### src/rtl/bcd_disp_pkg.sv
// Shared definitions for the BCD seven-segment scan driver: active-low glyph
// patterns (seg[0]=a .. seg[6]=g), slot indices and the captured display record.
package bcd_disp_pkg;

  localparam int NUM_SLOTS = 5;

  typedef enum logic [2:0] {
    SLOT_RES_U = 3'd0,
    SLOT_RES_T = 3'd1,
    SLOT_OPA   = 3'd2,
    SLOT_OPB   = 3'd3,
    SLOT_OP    = 3'd4
  } slot_e;

  typedef struct packed {
    logic [7:0] result;
    logic [3:0] units;
    logic [3:0] tens;
    logic [1:0] ctrl;
  } disp_rec_t;

  localparam logic [6:0] GLYPH_0     = 7'h40;
  localparam logic [6:0] GLYPH_1     = 7'h79;
  localparam logic [6:0] GLYPH_2     = 7'h24;
  localparam logic [6:0] GLYPH_3     = 7'h30;
  localparam logic [6:0] GLYPH_4     = 7'h19;
  localparam logic [6:0] GLYPH_5     = 7'h12;
  localparam logic [6:0] GLYPH_6     = 7'h02;
  localparam logic [6:0] GLYPH_7     = 7'h78;
  localparam logic [6:0] GLYPH_8     = 7'h00;
  localparam logic [6:0] GLYPH_9     = 7'h10;
  localparam logic [6:0] GLYPH_A     = 7'h08;
  localparam logic [6:0] GLYPH_S     = GLYPH_5;
  localparam logic [6:0] GLYPH_E     = 7'h06;
  localparam logic [6:0] GLYPH_DASH  = 7'h3F;
  localparam logic [6:0] GLYPH_BLANK = 7'h7F;

  // Operation glyph: add shows 'A', subtract 'S', either clear code shows '-'.
  function automatic logic [6:0] op_glyph(input logic [1:0] ctrl);
    logic [6:0] g;
    case (ctrl)
      2'b00:   g = GLYPH_A;
      2'b01:   g = GLYPH_S;
      default: g = GLYPH_DASH;
    endcase
    return g;
  endfunction

endpackage

### src/rtl/bcd_to_seg.sv
// Combinational BCD nibble to active-low seven-segment decoder with blanking.
// Nibbles above 9 render as 'E'.
module bcd_to_seg
  import bcd_disp_pkg::*;
(
  input  logic [3:0] nib_i,
  input  logic       blank_i,
  output logic [6:0] seg_o
);

  // Glyph lookup; blanking overrides the digit.
  always_comb begin
    seg_o = GLYPH_E;
    if (blank_i) begin
      seg_o = GLYPH_BLANK;
    end else begin
      case (nib_i)
        4'd0:    seg_o = GLYPH_0;
        4'd1:    seg_o = GLYPH_1;
        4'd2:    seg_o = GLYPH_2;
        4'd3:    seg_o = GLYPH_3;
        4'd4:    seg_o = GLYPH_4;
        4'd5:    seg_o = GLYPH_5;
        4'd6:    seg_o = GLYPH_6;
        4'd7:    seg_o = GLYPH_7;
        4'd8:    seg_o = GLYPH_8;
        4'd9:    seg_o = GLYPH_9;
        default: seg_o = GLYPH_E;
      endcase
    end
  end

endmodule

### src/rtl/bcd_seg_scan.sv
// Multiplexed 5-slot seven-segment driver for the BCD calculator result side.
// Loads land in a pending register and are promoted to the display register
// only at the slot 4->0 wrap, so a frame never shows a mix of old and new data.
// Build option: define BCD_LZB_EN to blank a zero tens digit of the result
// (slot 1) and a zero operand-B digit (slot 3); anodes keep scanning normally.
module bcd_seg_scan
  import bcd_disp_pkg::*;
#(
  parameter int REFRESH_DIV = 100000
) (
  input  logic       clk,
  input  logic       rst,
  input  logic       load,
  input  logic [7:0] result,
  input  logic [3:0] units_BCD,
  input  logic [3:0] tens_BCD,
  input  logic [1:0] ctrl,
  output logic [7:0] an,
  output logic [6:0] seg,
  output logic       dp,
  output logic       frame_done
);

  localparam int CW = (REFRESH_DIV > 2) ? $clog2(REFRESH_DIV) : 1;
  localparam logic [CW-1:0] CNT_TC = CW'(REFRESH_DIV - 1);
  localparam slot_e LAST_SLOT = slot_e'(NUM_SLOTS - 1);

  logic [CW-1:0] cnt_q, cnt_d;
  slot_e         idx_q, idx_d;
  disp_rec_t     in_rec;
  disp_rec_t     pend_q, pend_d;
  disp_rec_t     disp_q, disp_d;
  logic          pend_vld_q, pend_vld_d;
  logic          tc, wrap;
  logic          wrap_q;
  logic [7:0]    an_q, an_d;
  logic [6:0]    seg_q, seg_d;
  logic          fd_q;
  logic [3:0]    nib;
  logic          blank;
  logic [6:0]    dig_seg;

  assign in_rec = {result, units_BCD, tens_BCD, ctrl};

  // State register: scan position, load path and registered pin drivers.
  always_ff @(posedge clk) begin
    if (rst) begin
      cnt_q      <= '0;
      idx_q      <= SLOT_RES_U;
      pend_q     <= '0;
      pend_vld_q <= 1'b0;
      disp_q     <= '0;
      wrap_q     <= 1'b0;
      an_q       <= 8'hFF;
      seg_q      <= GLYPH_BLANK;
      fd_q       <= 1'b0;
    end else begin
      cnt_q      <= cnt_d;
      idx_q      <= idx_d;
      pend_q     <= pend_d;
      pend_vld_q <= pend_vld_d;
      disp_q     <= disp_d;
      wrap_q     <= wrap;
      an_q       <= an_d;
      seg_q      <= seg_d;
      // Lines up with the cycle in which an_q returns to slot 0.
      fd_q       <= wrap_q;
    end
  end

  // Next-state: tick counter, slot advance, frame-boundary promotion of pending data.
  always_comb begin
    tc    = (cnt_q == CNT_TC);
    wrap  = tc && (idx_q == LAST_SLOT);
    cnt_d = tc ? '0 : cnt_q + 1'b1;
    idx_d = idx_q;
    if (tc) begin
      case (idx_q)
        SLOT_RES_U: idx_d = SLOT_RES_T;
        SLOT_RES_T: idx_d = SLOT_OPA;
        SLOT_OPA:   idx_d = SLOT_OPB;
        SLOT_OPB:   idx_d = SLOT_OP;
        default:    idx_d = SLOT_RES_U;
      endcase
    end
    pend_d     = load ? in_rec : pend_q;
    pend_vld_d = pend_vld_q | load;
    disp_d     = disp_q;
    if (wrap) begin
      // A load coinciding with the wrap is newer than anything pending.
      pend_vld_d = 1'b0;
      if (load) begin
        disp_d = in_rec;
      end else if (pend_vld_q) begin
        disp_d = pend_q;
      end
    end
  end

  // Output decode: anode select and nibble mux for the current slot.
  always_comb begin
    an_d = 8'hFF;
    nib  = disp_q.result[3:0];
    case (idx_q)
      SLOT_RES_U: begin an_d = 8'hFE; nib = disp_q.result[3:0]; end
      SLOT_RES_T: begin an_d = 8'hFD; nib = disp_q.result[7:4]; end
      SLOT_OPA:   begin an_d = 8'hFB; nib = disp_q.units;       end
      SLOT_OPB:   begin an_d = 8'hF7; nib = disp_q.tens;        end
      SLOT_OP:    begin an_d = 8'hEF; nib = 4'd0;               end
      default:    begin an_d = 8'hFF; nib = 4'd0;               end
    endcase
`ifdef BCD_LZB_EN
    blank = ((idx_q == SLOT_RES_T) && (disp_q.result[7:4] == 4'd0)) ||
            ((idx_q == SLOT_OPB)   && (disp_q.tens == 4'd0));
`else
    blank = 1'b0;
`endif
    seg_d = (idx_q == SLOT_OP) ? op_glyph(disp_q.ctrl) : dig_seg;
  end

  bcd_to_seg u_dec (
    .nib_i   (nib),
    .blank_i (blank),
    .seg_o   (dig_seg)
  );

  assign an         = an_q;
  assign seg        = seg_q;
  assign dp         = 1'b1;
  assign frame_done = fd_q;

endmodule
### config.mk
export PLATFORM = sky130hd
export DESIGN_NAME = bcd_seg_scan
export DESIGN_NICKNAME = d
export VERILOG_FILES = /design/src/rtl/bcd_disp_pkg.sv /design/src/rtl/bcd_to_seg.sv /design/src/rtl/bcd_seg_scan.sv
export SDC_FILE = /design/constraint.sdc
export NUM_CORES = 1
export LEC_CHECK = 0
export CORE_ASPECT_RATIO = 0.6
export CORE_UTILIZATION = 65
export CTS_BUF_LIST = sky130_fd_sc_hd__clkbuf_2 sky130_fd_sc_hd__clkbuf_4 sky130_fd_sc_hd__clkbuf_8
export CTS_CLUSTER_DIAMETER = 200
export DETAILED_ROUTE_END_ITERATION = 10
export DONT_BUFFER_PORTS = 1
export PLACE_DENSITY_LB_ADDON = 0.15
export SETUP_SLACK_MARGIN = 0.2
export SLEW_MARGIN = 5
export SYNTH_ARGS = -nofsm -noshare
export SYNTH_HDL_FRONTEND = slang
export SYNTH_SLANG_ARGS = --single-unit
### constraint.sdc
create_clock -name clk -period 3 [get_ports clk]
set_input_delay 0.45 -clock clk [delete_from_list [all_inputs] [get_ports clk]]
set_output_delay 0.45 -clock clk [all_outputs]
set_load 0.005 [all_outputs]
# == Word-level counts from Yosys, hierarchy flattened ==
# Memory sizes are Yosys's and may differ from the RTL's.
# Index checks and enable logic that the tools add are counted.
# word_totals
reg_bits,74
mem_bits_ro,112
input_bits,21
out_inout_bits,17
word_cells,38
mem_count,1
# mem_list
memory,words,word_bits,read_ports,rd_ports_with_merged_regs,wr,line_no,source
(no name shown),16,7,1,0,0,bcd_to_seg.sv:17,case (nib_i)
# op_classes
n_addsub,1
eq_ne,6
muxes,7
bitwise_logic,1
n_reduce_logical,7
# op_table
cell,count
$mux W18,2
$pmux W5 S5,1
$add A17 B1 Y17 const B,1
$eq A17 B17 Y1 const B,1
$pmux W4 S4,1
$pmux W3 S4,1
$pmux W6 S2,1
$mux W7,1
$eq A3 B2 Y1 const B,2
$reduce_or A2 Y1,2
$eq A3 B1 Y1 const B,1
$eq A3 B3 Y1 const B,1
$logic_not A3 Y1,1
$eq A2 B1 Y1 const B,1
$logic_not A2 Y1,1
$reduce_and A2 Y1,1
$reduce_bool A2 Y1,1
$logic_and A1 B1 Y1,1
$or A1 B1 Y1,1

# == Longest topological paths before layout ==
# An unclocked memory read counts as a cell.
# depth
depth_word,4
depth_mapped,8
mapped_depth_nobuf,8

# == By module ==
# A second synthesis with hierarchy kept.
# unflattened
hier_cells,318
hier_area_um2,3141.8
# modules_own_cells
module,n_inst,cells_per_inst,area_each_um2,seq_area_each_um2
bcd_seg_scan,1,286,2920.3,1421.4
bcd_to_seg,1,32,221.5,0.0

# == Worst setup path after synthesis ==
# Ideal clock, no wire load.
# synth_path
kind,reg2reg
from,reg idx_q[0]
to,reg seg_q[4] (netlist: seg[4])
setup_time_ps,86
t_arrival_ps,1976
required_ps,2914
slack_ps,939
path_stages_with_launch,9
path_buffers,1
period_less_slack_ps,2061
cell_sequence,dfxtp_1 > buf_2 > mux4_2 > nor2b_1 > ha_1 > inv_1 > a21oi_1 > a32o_1 > a211oi_1
# synth_between
elab_chain_cells,4
word_cells_on_any_way,8
classes_between,eq/ne: 4; mux: 2; reduce/logical: 1; memory: 1
# synth_rtl
element,line_no,source
"start, declared",bcd_seg_scan.sv:29,"slot_e idx_q, idx_d;"
"start signal, assigned",bcd_seg_scan.sv:59,idx_q <= idx_d;
$eq A3 B2 Y1 (tied with other cells),bcd_seg_scan.sv:104,case (idx_q)
$pmux W4 S4,bcd_seg_scan.sv:104,
$mem_v2 Z16 W7,--,
$mux W7 (*),bcd_seg_scan.sv:118,seg_d = (idx_q == SLOT_OP) ? op_glyph(disp_q.ctrl) : dig_seg;
"end signal, assigned",bcd_seg_scan.sv:65,seg_q <= seg_d;
"end, declared",bcd_seg_scan.sv:37,"logic [6:0] seg_q, seg_d;"
# Mark *: on every way between the ends. The rest lies on a longest branch, timed or not.
# A chain may end at the register's enable or synchronous reset.

# == Final worst setup path ==
# layout_path
from,reg idx_q[2]
to,reg disp_q[10] in the netlist's numbering
# layout_between
elab_chain_cells,3
# layout_rtl
element,line_no,source
$eq A3 B3 Y1,bcd_seg_scan.sv:74,wrap = tc && (idx_q == LAST_SLOT);
$logic_and A1 B1 Y1,bcd_seg_scan.sv:74,
$reduce_and A2 Y1 (no source line),--,
"end signal, assigned",bcd_seg_scan.sv:62,disp_q <= disp_d;
"end, declared",bcd_seg_scan.sv:32,"disp_rec_t disp_q, disp_d;"
# No other way between the ends.

==> flow_summary.json <==
{
  "outcome": "complete, no violations",
  "r2r-start": "idx_q[2]",
  "dp_cells": 352,
  "vias": 2034,
  "fin_skew_ns": 0.01003,
  "cts_hold_buffers": 0,
  "drt-pass1-iter-count": 5,
  "yosysTopAreaCell": "dfxtp_1",
  "crit_start": "idx_q[2]",
  "ys_ff_latch": 71,
  "syn_area_per_cell_um2": 10.23,
  "h-tree-depth": 3,
  "crit_slowest_cell": "or3_1",
  "fin_crit_ns": 2.372,
  "avgRoutedWirePerCell_um": 14.53,
  "power.share.sequential_pct": 50.4,
  "avgViaCountPerCell": 5.527,
  "p_switching_mw": 0.3934,
  "slew_headroom_pct": 36.42,
  "tns_ns": 0,
  "ctsResizeCount": 0,
  "cp.arrival_ns": 2.61,
  "synthDistinctLibCells": 46,
  "final_nets": 327,
  "clkPwrFrac_pct": 47.2,
  "netlist_instances": 305,
  "fillers": 336,
  "syn2layout_area_growth_pct": 7.100,
  "cts_num_sinks": 71,
  "grt_first_pass_wirelength_mm": 9.170,
  "row_count": 19,
  "drive_gt1_share_pct": 15.74,
  "clk_latency_ns": 0.35,
  "finalSetupViolCount": 0,
  "finalWeightedCongestion": 0.7846,
  "power_frac_comb_pct": 2.4,
  "cts_made_buffers": 9,
  "drtAntennaViolNets": 0,
  "clock_tree.buffer_depth": 2,
  "grt_use_total_pct": 23.70,
  "max_stage_delay_ns": 0.72,
  "drc_errors": 0,
  "drtIter0Drc": 124,
  "yosysSeqAreaShare_pct": 45.57,
  "worstPathMaxFanout": 18,
  "hold_violations": 0,
  "fmax_mhz": 421.6,
  "cts.reportedPaths.clkPinSlew_ns": 0.08,
  "antenna_found_initial": 0,
  "timing.final.crit_share_pct": 79.07,
  "syn_area_um2": 3119,
  "crit_required_ns": 3.24,
  "core_um2": 4588,
  "crit_type": "reg2reg",
  "powerDensity_nw_per_um2": 579.4,
  "cp-start-kind": "register",
  "n_antenna_cell": 0,
  "cp-end-kind": "register",
  "globalRoute.totalOverflow": 0,
  "die_y_um": 55.66,
  "cap_violations": 0,
  "grt_pass1_vias": 1851,
  "final_max_slew_viol_count": 0,
  "io_buffers": 0,
  "grt_max_degree": 53,
  "worst_slew_pin_slew_ns": 0.9537,
  "die-area_um2": 5089,
  "drt_wl_total_mm": 5.346,
  "synth_top_cell_area_share_pct": 45.57,
  "cts_tree": "built",
  "async_reset_ff_share_pct": 0,
  "synth-warning-count": 0,
  "p_int_mw": 1.542,
  "hp-start": "rst",
  "grt_setup_unrepaired": "false",
  "dp_hpwl_mm": 3.667,
  "ir_worst_vdd_v": 0.0003535,
  "synth_area_leaders": "dfxtp_1 46%, mux2i_1 6.4%, nor2b_1 5.2%",
  "min_path_type": "in2reg",
  "worstPathCellList": "or3b_2 -> or3_1 -> mux2_4",
  "cts-root-buf": "clkbuf_8",
  "swShare_pct": 20.32,
  "start_util_pct": 67.98,
  "io_pins": 38,
  "holdWs_ns": 0.1698,
  "synth_flop_cell": "dfxtp_1",
  "die_x_um": 91.43,
  "layoutNonFillerInstCount": 368,
  "power.static_leakage_nw": 1.346,
  "synth_enable_flop_cells": 0,
  "cts_setup_buffers": 0
}
==> per-layer routing <==
layer / vias to the layer above / GRT usage [%] / part of all wire (%)
met3: 9 / 8.743 / 6.8
met2: 56 / 30.83 / 39
met5: - / 0 / 0
met1: 940 / 34.94 / 53
li1: 1029 / - / -
met4: 0 / 9.524 / 0.99
==> power groups by stage <==
stage               Clock, mW  Sequential (mW)  Combinational [mW]
global route            0.969            0.977              0.0533
global placement            0            0.996              0.0445
detailed placement          0            0.997              0.0457
floorplan                   0            0.995              0.0553
finish                  0.914            0.975              0.0463
CTS                     0.931            0.975              0.0467
==> state kept, by name, summed over array words and instances, names as in the netlist <==
register,count
disp_q,18
pend_q,18
cnt_q,17
seg,7
an,5
idx_q,3
frame_done,1
pend_vld_q,1
wrap_q,1
==> synthesized netlist by cell type, types with 3 or more instances <==
library cell and number:
ha_1 6, nand2_1 7, mux2_2 11, nor4_1 3, inv_1 8, a21oi_1 9
dfxtp_1 71, o21ai_0 9, clkbuf_1 11, nand4_1 3, or3_1 8, nor3_1 3
xnor2_1 9, nand2b_1 3, nor2b_1 26, mux2i_1 20, nor2_1 42, nand3_1 5
mux2_4 10, mux4_2 3, buf_4 4, xor2_1 3
==> final cells by class <==
cell class	instances	area, um2	area share (%)
tap	63	78.83	2.360
sequential	71	1421	42.55
multi-input combinational	210	1567	46.89
clock inverter	7	120.1	3.596
inverter	8	30.03	0.8989
clock buffer	9	123.9	3.708
==> path summary, 6_finish.rpt <==
check	to	slack [ns]	cells past startpoint
max	disp_q[10]	0.63	3
min	idx_q[1]	0.17	1
max reg2reg	disp_q[10]	0.63	3
min reg2reg	frame_done	0.45	1
==> kinds of logic after synthesis <==
group	Yosys count	synth area share (%)
fa+ha+maj	6	2.407
compound gates	28	5.656
buf+inv	27	4.573
simple gates	116	20.94
other cells	1	0.1202
xor+xnor	12	3.370
flops	71	45.57
mux	44	17.37
==> layout by cell type (no fill, tap or decap), types with 4 or more instances in the layout <==
master,n
a21oi_1,9
clkbuf_8,9
conb_1,4
dfxtp_1,71
ha_1,6
inv_1,8
mux2_2,11
mux2_4,10
mux2i_1,20
nand2_1,7
nand3_1,5
nor2_1,42
nor2b_1,26
o21ai_0,9
or3_1,8
xnor2_1,9
==> stage by stage <==
stage	total power, mW	area [um2]	utilization (%)	worst slack (ns)
3_5_place_dp	1.043	3097	67.49	0.6411
5_1_grt	1.999	3341	72.81	0.4727
2_1_floorplan	1.050	3131	-	0.9386
3_3_place_gp	1.041	3097	67.49	0.6733
6_report	1.936	3341	72.81	0.6278
4_1_cts	1.953	3341	72.81	0.6309
==> critical path: cells and delay by family, from the launching register on <==
| family | cells | cell delay (ns) |
|---|---|---|
| simple gates | 2 | 1.27 |
| mux | 1 | 0.44 |
| flops | 1 | 0.54 |
(Power assumes the default switching activity.)
